**src/rtl/arbitro_pkg.sv**
```systemverilog
// Shared definitions for the two-requester register-file write arbiter.
package arbitro_pkg;

    localparam int ANCHO_DATO_DEF   = 32;
    localparam int ANCHO_DIR_DEF    = 5;
    localparam int ANCHO_CONFLICTOS = 16;

    typedef enum logic {
        ULTIMO_0 = 1'b0,
        ULTIMO_1 = 1'b1
    } ultimo_t;

endpackage

```
**src/rtl/arbitro_rr2.sv**
```systemverilog
// Combinational two-way round-robin grant: a lone requester always wins,
// a conflict goes to the requester that was not granted last.
module arbitro_rr2
    import arbitro_pkg::*;
(
    input  logic    valid0,
    input  logic    valid1,
    input  logic    bloqueo,
    input  ultimo_t ultimo,
    output logic    grant0,
    output logic    grant1
);

    always_comb begin
        grant0 = 1'b0;
        grant1 = 1'b0;
        if (!bloqueo) begin
            grant0 = valid0 && (!valid1 || ultimo == ULTIMO_1);
            grant1 = valid1 && (!valid0 || ultimo == ULTIMO_0);
        end
    end

endmodule

```
**src/rtl/arbitro_escritura.sv**
```systemverilog
// Register-file write arbiter: picks one of two writeback sources per cycle
// and presents the winning write one cycle later.
module arbitro_escritura
    import arbitro_pkg::*;
#(
    parameter int ANCHO_DATO = ANCHO_DATO_DEF,
    parameter int ANCHO_DIR  = ANCHO_DIR_DEF
) (
    input  logic                        clk,
    input  logic                        rst,
    input  logic                        req0_valid,
    input  logic [ANCHO_DIR-1:0]        req0_dir,
    input  logic [ANCHO_DATO-1:0]       req0_dato,
    output logic                        req0_ready,
    input  logic                        req1_valid,
    input  logic [ANCHO_DIR-1:0]        req1_dir,
    input  logic [ANCHO_DATO-1:0]       req1_dato,
    output logic                        req1_ready,
    input  logic                        bloqueo,
    output logic                        regEscribir,
    output logic [ANCHO_DIR-1:0]        C,
    output logic [ANCHO_DATO-1:0]       WE,
    output logic                        concesion,
    output logic [ANCHO_CONFLICTOS-1:0] conflictos
);

    ultimo_t ultimo;
    ultimo_t ultimo_next;
    logic    grant0;
    logic    grant1;
    logic    transfer;
    logic [ANCHO_DIR-1:0]  sel_dir;
    logic [ANCHO_DATO-1:0] sel_dato;

    arbitro_rr2 u_rr2 (
        .valid0  (req0_valid),
        .valid1  (req1_valid),
        .bloqueo (bloqueo),
        .ultimo  (ultimo),
        .grant0  (grant0),
        .grant1  (grant1)
    );

    // Reset also masks the readies so nothing is accepted on a reset edge.
    assign req0_ready = grant0 && !rst;
    assign req1_ready = grant1 && !rst;
    assign transfer   = req0_ready || req1_ready;
    assign sel_dir    = req1_ready ? req1_dir  : req0_dir;
    assign sel_dato   = req1_ready ? req1_dato : req0_dato;

    always_ff @(posedge clk) begin
        if (rst) begin
            ultimo <= ULTIMO_1;
        end else begin
            ultimo <= ultimo_next;
        end
    end

    always_comb begin
        ultimo_next = ultimo;
        if (req0_ready) begin
            ultimo_next = ULTIMO_0;
        end else if (req1_ready) begin
            ultimo_next = ULTIMO_1;
        end
    end

    // Writes to register zero are accepted but never pulse the write enable.
    always_ff @(posedge clk) begin
        if (rst) begin
            regEscribir <= 1'b0;
            C           <= '0;
            WE          <= '0;
            concesion   <= 1'b0;
        end else begin
            regEscribir <= transfer && (sel_dir != '0);
            if (transfer) begin
                C         <= sel_dir;
                WE        <= sel_dato;
                concesion <= req1_ready;
            end
        end
    end

    always_ff @(posedge clk) begin
        if (rst) begin
            conflictos <= '0;
        end else if (req0_valid && req1_valid && !bloqueo && conflictos != '1) begin
            conflictos <= conflictos + 1'b1;
        end
    end

endmodule
```
**config.mk**
```make
export PLATFORM = sky130hd
export DESIGN_NAME = arbitro_escritura
export DESIGN_NICKNAME = d
export VERILOG_FILES = /design/src/rtl/arbitro_pkg.sv /design/src/rtl/arbitro_rr2.sv /design/src/rtl/arbitro_escritura.sv
export SDC_FILE = /design/constraint.sdc
export NUM_CORES = 1
export LEC_CHECK = 0
export CORE_MARGIN = 3
export CORE_UTILIZATION = 40
export DETAILED_ROUTE_END_ITERATION = 10
export PLACE_DENSITY = 0.87
export SLEW_MARGIN = 20
export SYNTH_ARGS = -nofsm -noshare
export SYNTH_HDL_FRONTEND = slang
export SYNTH_HIERARCHICAL = 1
export SYNTH_SLANG_ARGS = --single-unit
```
**constraint.sdc**
```tcl
create_clock -name clk -period 4.05 [get_ports clk]
set_input_delay 0.81 -clock clk [delete_from_list [all_inputs] [get_ports clk]]
set_output_delay 0.81 -clock clk [all_outputs]
set_load 0.02 [all_outputs]
```
==> run summary, run 1 <==
mux contribution to synthesized area: 15.2%
Post-synth EDFFs: 0
Worst Path Arrival: 2.50 ns
CP delay by family, top: buffers and inverters
pre-CTS WS: 0.741 ns
total track usage: 19.8%
largest family of logic cells by synthesized area: simple AND/OR/NAND/NOR gates
Sum Neg Setup Slack: 0 ns
pin count of the biggest net entering global routing: 77
compound-cell area share of the yosys netlist: 14.5%
Die Y: 87.4 µm
synthesized area per cell: 8.11 µm²
switching pwr: 322 µW
Final Worst Setup Slack: 0.742 ns
Synth Flop Type: dfxtp_1
overall routed net length: 7780 µm
CP Launch Type: input pin
Slew headroom: 49.2%
Syn Inst Count: 327
most common cell after layout, fill and taps aside: clkdlybuf4s50_1
pwr/cell area: 299 nW/µm²
Vias: 2,785
Initial DRC Count: 76
vias in the first global route: 2,717
commonest non-fill, non-tap cells in the layout: clkdlybuf4s50_1 (134), nor2_1 (84), dfxtp_1 (56)
Setup CP Type: input pin to output pin
Max Fclk: 302 MHz
Reg clk slew, reported paths: 0.09 ns
sequential share of power: 47.9%
worst hold margin: 0.501 ns
H-tree levels: 2
synth warn: 6
Fillers: 558
crit-path max cell delay: 0.66 ns
first-pass GRT wire length: 12,200 µm
Distinct cells, synth: 36
Worst Path Max Fanout: 4
Hold Crit Class: flop to flop
worst path cell trace: clkdlybuf4s50_1, a211oi_4, nor2b_1, clkdlybuf4s50_1
final setup fails: 0
P_int: 918 µW
PostCTS Resize Cnt: 0
# Post-CTS Setup Buffers: 0
Worst-Margin Slew: 0.755 ns
peak supply drop: 0.184 mV
drt wl/cell: 14.7 µm
TritonRoute pass-1 iters: 4
critical path required time: 3.24 ns
RD Place Congestion: 0.836
min cycle time layout: 3.31 ns
boundary pin count: 136
most used cell, CP: clkdlybuf4s50_1
nets: 530
leak pwr: 1.52 nW
# clock sinks: 56
unrepaired setup endpoints after global routing: false
clock network fraction of total power: 29.1%
CTS Buf Count: 5
clock tree buffer depth: 2
Final Hold Fails: 0
Async SR Flop Fraction: 0%
Max Cap Viol: 0
DP HPWL: 5730 µm
Initial Utilization: 41.5%
GRT Residual Overflow: 0
Comb power frac: 22.9%
synthesized area: 2650 µm²
CTS tree: built
vias per cell: 5.27
Seq/Total Area, Yosys: 42.3%
area delta synth->final: 56.5%
initial antenna violation count: 0
crit end category: output pin
layout cells sized above 1: 4.88%
Synth Area in Simple Gates: 23.3%
Antenna Nets Post-Route: 0
Die ar.: 7640 µm²
status: complete, no violations
xor and xnor area share after synthesis: 0%
Core ar.: 6390 µm²
clk_skew: 0.00540 ns
final period utilization: 81.7%
Rows: 29
Buf+Inv Stages, Crit Path: 2
IO Port Bufs: 135
Switching Share: 26.0%
DRC viols: 0
n_diodes: 0
Die X-Extent: 87.4 µm
Final Core Density: 65.0%
Synthesized Nets: 407
Root Buffer: clkbuf_8
hold_buf cts: 0
final-report max-slew violation count: 0
PnR Total Power: 1.24 mW
Synth Register Bits: 56
Clk Latency, worst-skew pair: 0.30 ns
Max stage delay cell, worst path: clkdlybuf4s50_1
Synth Area in Adders: 0.472%
[stage by stage]
| stage | cell area (µm²) | instances |
|---|---|---|
| after floorplan | 2650 | 327 |
| after global placement | 4040 | 520 |
| after detailed placement | 4040 | 520 |
| after CTS | 4150 | 528 |
| after global routing | 4150 | 528 |
| final | 4150 | 528 |
[registers in the layout, indices dropped and copies added (netlist names)]
register / count
C: 5
concesion: 1
WE: 32
regEscribir: 1
conflictos: 16
ultimo: 1
[power by group through the flow]
stage	clock, mW	sequential, mW	combinational (mW)
final	0.361	0.595	0.284
after global routing	0.386	0.598	0.309
after CTS	0.368	0.595	0.286
after detailed placement	0	0.607	0.285
after global placement	0	0.606	0.279
after floorplan	0	0.638	0.0993
[cell type report]
| class | count | area (µm²) | area share [%] |
|---|---|---|---|
| clock buffer | 6 | 72.6 | 1.75 |
| timing repair buffer | 138 | 1370 | 33.0 |
| tap | 77 | 96.3 | 2.32 |
| inverter | 7 | 26.3 | 0.633 |
| multi-input combinational | 242 | 1430 | 34.5 |
| clock inverter | 2 | 35.0 | 0.844 |
| sequential | 56 | 1120 | 27.0 |
[path summary, 6_finish.rpt]
path / from / end / slack [ns] / cells after the start
setup / recovery: req0_valid / req1_ready / 0.74 / 4
hold / removal: concesion / concesion / 0.50 / 2
hold reg to reg: concesion / concesion / 0.50 / 2
setup reg to reg: conflictos[0] / conflictos[5] / 1.78 / 5
[cells by family after synthesis]
logic type / count (synthesis)
AOI/OAI and AO/OA: 69
DFF: 56
buffers and inverters: 29
and+or+nand+nor: 132
muxes: 40
adders and majority gates: 1
[tightest hold or removal path: stages (launching register included)]
cell and delay [ns]:
dfxtp_1 0.34, a21oi_1 0.06, nor2_1 0.07
[metal layers]
layer | wire (µm) | GRT usage [%] | vias up
met1 | 3150 | 22.7 | 1316
met4 | 96 | 5.16 | 0
met2 | 4060 | 36.2 | 78
li1 | - | - | 1381
met3 | 473 | 4.92 | 10
met5 | 0 | 0 | -
[Yosys cell counts, types with 2 or more instances]
library cell  instances  area [µm²]
o21ai_0              12        60.1
nor3_1                5        25.0
nor2b_1               4        25.0
nor4_1                6        37.5
a21oi_1              44         220
buf_2                 5        25.0
nand3_1               2        10.0
nand2_1               8        30.0
or4_1                 2        15.0
nand4_1               5        31.3
or3_1                 5        31.3
inv_1                 7        26.3
mux2i_1              38         380
dfxtp_1              56        1120
clkbuf_1             16        60.1
and3_1                2        12.5
a211oi_1              4        30.0
mux2_2                2        22.5
nor2_1               84         315
or4_4                 2        22.5
a31oi_1               3        18.8
Power figures use the tool's default switching activity.
==> run 2, diff against run 1 <==
CORE_UTILIZATION = 36   (was 40)
PLACE_DENSITY = 0.83   (was 0.87)
clock period = 2.8 ns   (was 4.05 ns; I/O delays follow)
==> run summary, run 2 (synthesis gave the netlist of run 1 again) <==
final setup fails: 0 (unchanged)
commonest non-fill, non-tap cells in the layout: clkdlybuf4s50_1 (132), nor2_1 (84), dfxtp_1 (56)
# Post-CTS Setup Buffers: 0 (unchanged)
Max Cap Viol: 0 (unchanged)
Die ar.: 8430 µm² (+10%)
status: complete, no violations
area delta synth->final: 58.9%
H-tree levels: 2 (unchanged)
P_int: 1.33 mW (+45%)
biggest registers after layout: WE (32), conflictos (16), C (5)
drt wl/cell: 14.1 µm (-4.2%)
max reg flops: 32 (unchanged)
Rows: 30 (+3.4%)
boundary pin count: 136 (unchanged)
Core ar.: 6980 µm² (+9.3%)
first-pass GRT wire length: 12,500 µm (+2.5%)
GRT Residual Overflow: 0 (unchanged)
Slew headroom: 52.2% (+2.9 points)
CTS Buf Count: 5 (unchanged)
clk_skew: 0.0128 ns (+0.00744 ns)
reg2reg start: conflictos[0]
Initial DRC Count: 87 (+14%)
worst hold margin: 0.501 ns (-0.000397 ns)
vias per cell: 5.04 (-4.5%)
Reg clk slew, reported paths: 0.10 ns (about the same)
CTS tree: built
DRC viols: 0 (unchanged)
Clk Latency, worst-skew pair: 0.30 ns (about the same)
sequential share of power: 48.0% (about the same)
total track usage: 17.8% (-2.0 points)
clock tree buffer depth: 2 (unchanged)
Worst Path Max Fanout: 4 (unchanged)
Antenna Nets Post-Route: 0 (unchanged)
FF-to-FF path depth: 6 (+1)
Fillers: 628 (+13%)
most common cell after layout, fill and taps aside: clkdlybuf4s50_1
Hold Crit Class: flop to flop
Worst-Margin Slew: 0.717 ns (-0.0379 ns)
nets: 536 (+1.1%)
Vias: 2,787 (+0.072%)
peak supply drop: 0.336 mV (+83%)
clock network fraction of total power: 28.9% (-0.2 points)
leak pwr: 1.57 nW (+3.4%)
flop-to-flop setup slack: 0.77 ns (-1.01 ns)
IO Port Bufs: 135 (unchanged)
n_diodes: 0 (unchanged)
Post-Layout Cell Count: 553 (+4.7%)
placed cell count: 545 (+4.8%)
final period utilization: 89.8%
crit path to: req1_ready
pin count of the biggest net entering global routing: 77 (unchanged)
Setup CP Type: input pin to output pin
pwr/cell area: 426 nW/µm² (+42%)
Comb power frac: 23.1% (+0.2 points)
Die X-Extent: 91.8 µm (+5.0%)
initial antenna violation count: 0 (unchanged)
# clock sinks: 56 (unchanged)
DP HPWL: 5790 µm (+1.0%)
Initial Utilization: 38.0% (-3.5 points)
CP Launch Type: input pin
Final Hold Fails: 0 (unchanged)
Die Y: 91.8 µm (+5.0%)
min cycle time layout: 2.51 ns
Worst Setup SP: req0_valid
crit end category: output pin
Root Buffer: clkbuf_8
overall routed net length: 7800 µm (+0.31%)
vias in the first global route: 2,738 (+0.77%)
TritonRoute pass-1 iters: 4 (unchanged)
PnR Total Power: 1.79 mW (+45%)
Switching Share: 25.9% (-0.11 points)
switching pwr: 464 µW (+44%)
critical path required time: 2.24 ns (-1.00 ns)
worst reg2reg path endpoint: conflictos[14]
Final Core Density: 60.4% (-4.6 points)
Max Fclk: 398 MHz
final-report max-slew violation count: 0 (unchanged)
unrepaired setup endpoints after global routing: false
RD Place Congestion: 0.941 (+13%)
Largest Register: WE
layout cells sized above 1: 5.91% (+1.0 points)
Worst Path Arrival: 1.95 ns (-0.55 ns)
## run 2: changes by cell type in the layout (fill, tap and decap cells not counted)
cell / before / now
clkdlybuf4s50_1: 134 / 132
nor4_2: 1 / 0
dlymetal6s2s_1: 0 / 1
nor4_1: 5 / 6
buf_4: 3 / 9
dlygate4sd2_1: 0 / 1
## run 2: what timing repair did
action / CTS / global route
resized for setup: 1 / 1
setup endpoints to repair: 1 / 1
hold buffers: 0 / 0
## run 2: power by group through the flow
| stage | Combinational [mW] | Clock (mW) | Sequential, mW |
|---|---|---|---|
| floorplan | 0.144 | 0 | 0.923 |
| global placement | 0.406 | 0 | 0.876 |
| detailed placement | 0.417 | 0 | 0.878 |
| CTS | 0.418 | 0.534 | 0.861 |
| global route | 0.450 | 0.576 | 0.866 |
| finish | 0.414 | 0.519 | 0.861 |
## run 2: worst min-delay path by stage
stage | start | to | slack (ns) | depth (start not counted)
4_1_cts | conflictos[6] | conflictos[6] | 0.51 | 2
3_5_place_dp | concesion | concesion | 0.49 | 2
5_1_grt | conflictos[6] | conflictos[6] | 0.53 | 2
6_report | conflictos[6] | conflictos[6] | 0.50 | 2
2_1_floorplan | ultimo | ultimo | 0.51 | 2
3_3_place_gp | conflictos[6] | conflictos[6] | 0.48 | 2
## run 2: cell type report
class | instances | area [µm²] | area share (%)
well taps | 96 | 120 | 2.85
clock inverters | 2 | 35.0 | 0.831
repair buffers | 144 | 1420 | 33.6
inverters | 7 | 26.3 | 0.624
clock buffers | 6 | 72.6 | 1.72
multi-input cells | 242 | 1420 | 33.8
flip-flops and latches | 56 | 1120 | 26.6
## run 2: worst max-delay path, stage by stage
cell             delay, ns
clkdlybuf4s50_1       0.50
a211oi_4              0.30
nor2b_1               0.23
dlygate4sd2_1         0.36
## run 2: routing by layer
metal | up-vias | GRT usage (%) | part of all wire (%) | wire, µm
li1 | 1399 | - | - | -
met1 | 1286 | 20.6 | 40 | 3160
met2 | 92 | 32.3 | 52 | 4080
met3 | 10 | 4.43 | 5.9 | 460
met4 | 0 | 4.83 | 1.3 | 105
met5 | - | 0 | 0 | 0
## run 2: stage by stage
step | area [µm²] | TNS (ns) | setup slack (ns)
finish | 4210 | 0 | 0.286
global route | 4210 | 0 | 0.207
CTS | 4210 | 0 | 0.0146
detailed placement | 4110 | -0.00294 | -0.00294
global placement | 4110 | 0 | 0.00750
floorplan | 2650 | 0 | 0.632
==> run 3, diff against run 2 <==
PLACE_DENSITY = 0.78   (was 0.83)
==> run summary, run 3 (synthesis gave the netlist of run 1 again) <==
status: complete, no violations
most common cell after layout, fill and taps aside: clkdlybuf4s50_1
Vias: 2,715 (-2.6%)
GRT Residual Overflow: 0 (unchanged)
Core ar.: 6980 µm² (unchanged)
DR top layer: met4
post-route cell area: 4210 µm² (-0.15%)
cell count of the worst hold path: 2 (unchanged)
CP Launch Type: input pin
H-tree levels: 2 (unchanged)
Initial DRC Count: 107 (+23%)
vias per cell: 4.92 (-2.4%)
IO Port Bufs: 135 (unchanged)
critical path required time: 2.24 ns (about the same)
Die X-Extent: 91.8 µm (unchanged)
area delta synth->final: 58.6%
Reg area: 1120 µm² (unchanged)
Sum Neg Setup Slack: 0 ns (unchanged)
Hold Crit Class: flop to flop
Switching Share: 25.6% (-0.26 points)
Worst Path Max Fanout: 4 (unchanged)
Max stage delay cell, worst path: clkdlybuf4s50_1
Worst Path Arrival: 2.16 ns (+0.21 ns)
commonest non-fill, non-tap cells in the layout: clkdlybuf4s50_1 (133), nor2_1 (84), dfxtp_1 (56)
biggest registers after layout: WE (32), conflictos (16), C (5)
FF-to-FF path depth: 6 (unchanged)
sequential share of power: 48.0% (about the same)
Final Hold Fails: 0 (unchanged)
most used cell, CP: clkdlybuf4s50_1
Antenna Nets Post-Route: 0 (unchanged)
Fillers: 625 (-0.48%)
DRC viols: 0 (unchanged)
placed cell area: 4100 µm² (-0.18%)
Die ar.: 8430 µm² (unchanged)
drt wl/cell: 13.8 µm (-2.5%)
clock tree buffer depth: 2 (unchanged)
Reg clk slew, reported paths: 0.09 ns (about the same)
Worst-Margin Slew: 0.738 ns (+0.0213 ns)
TritonRoute pass-1 iters: 4 (unchanged)
initial antenna violation count: 0 (unchanged)
peak supply drop: 0.193 mV (-43%)
met2 wire length: 3760 µm (-7.8%)
Root Buffer: clkbuf_8
clock network fraction of total power: 29.0% (about the same)
n_diodes: 0 (unchanged)
Largest Register: WE
Setup CP Type: input pin to output pin
leak pwr: 1.56 nW (-0.57%)
nets: 535 (-0.19%)
Max Fclk: 367 MHz (-7.7%)
final setup fails: 0 (unchanged)
Max Cap Viol: 0 (unchanged)
Comb power frac: 23.0% (about the same)
layout cells sized above 1: 5.70% (-0.21 points)
area of the multi-input gates: 1420 µm² (unchanged)
# Post-CTS Setup Buffers: 0 (unchanged)
final-report max-slew violation count: 0 (unchanged)
Slew headroom: 50.8% (-1.4 points)
final period utilization: 97.3% (+7.5 points)
boundary pin count: 136 (unchanged)
P_int: 1.33 mW (about the same)
crit end category: output pin
Die Y: 91.8 µm (unchanged)
switching pwr: 458 µW (-1.4%)
# clock sinks: 56 (unchanged)
total track usage: 17.2% (-0.57 points)
DP HPWL: 5570 µm (-3.8%)
met1 wire length: 3260 µm (+3.4%)
unrepaired setup endpoints after global routing: false
clk_skew: 0.00414 ns (-0.00870 ns)
min cycle time layout: 2.72 ns (+0.210 ns)
CTS tree: built
Final Core Density: 60.3% (-0.090 points)
RD Place Congestion: 0.769 (-18%)
first-pass GRT wire length: 11,900 µm (-4.9%)
routed length on met3: 492 µm (+7.0%)
CTS Buf Count: 5 (unchanged)
overall routed net length: 7590 µm (-2.7%)
Initial Utilization: 38.0% (unchanged)
Clk Latency, worst-skew pair: 0.30 ns (about the same)
worst path cell trace: clkdlybuf4s50_1, o211a_2, inv_1, nor2_1, clkdlybuf4s50_1
crit-path max cell delay: 0.62 ns (+0.12 ns)
Rows: 30 (unchanged)
vias in the first global route: 2,477 (-9.5%)
max reg flops: 32 (unchanged)
pin count of the biggest net entering global routing: 77 (unchanged)
pwr/cell area: 425 nW/µm² (-0.24%)
[run 3: cell types whose count changed in the layout (fill, tap and decap cells not counted), sizes merged]
cell,change
clkdlybuf4s50,+1
buf,-1
dlygate4sd2,-1
[run 3: repair_timing]
action	in CTS	in global routing
setup endpoints to repair	0	1
resized for setup	0	1
hold buffers	0	0
[run 3: layout make-up]
cell class | instances | area share [%]
Inverter | 7 | 0.624
Clock inverter | 2 | 0.833
Multi-Input combinational cell | 242 | 33.8
Tap cell | 96 | 2.85
Timing Repair Buffer | 143 | 33.5
Clock buffer | 6 | 1.72
Sequential cell | 56 | 26.6
[run 3: final timing paths]
path,start,to,slack [ns]
min reg2reg,concesion,concesion,0.52
max reg2reg,conflictos[0],conflictos[5],0.80
min,concesion,concesion,0.52
max,req0_valid,req0_ready,0.08
[run 3: power groups by stage]
stage               Clock, mW  Sequential [mW]  Combinational [mW]
finish                  0.518            0.858               0.411
global route            0.568            0.865               0.444
CTS                     0.533            0.859               0.416
detailed placement          0            0.876               0.414
global placement            0            0.876               0.408
floorplan                   0            0.923               0.144
[run 3: layer usage]
metal	GRT usage [%]	up-vias
li1	-	1409
met1	21.0	1220
met2	29.9	80
met3	5.00	6
met4	3.84	0
met5	0	-
[run 3: worst max-delay path, delay by kind of cell]
family,cells,cell delay [ns]
AOI/OAI and AO/OA,1,0.24
and+or+nand+nor,1,0.12
buffers and inverters,3,1.25
[run 3: through the flow]
step | hold WS, ns | worst slack (ns) | instances | total power, mW
2_1_floorplan | 0.507 | 0.632 | 327 | 1.07
3_3_place_gp | 0.487 | 0.0461 | 544 | 1.28
3_5_place_dp | 0.496 | 0.0257 | 544 | 1.29
4_1_cts | 0.517 | 0.0341 | 552 | 1.81
5_1_grt | 0.547 | 0.0244 | 552 | 1.88
6_report | 0.519 | 0.0754 | 552 | 1.79
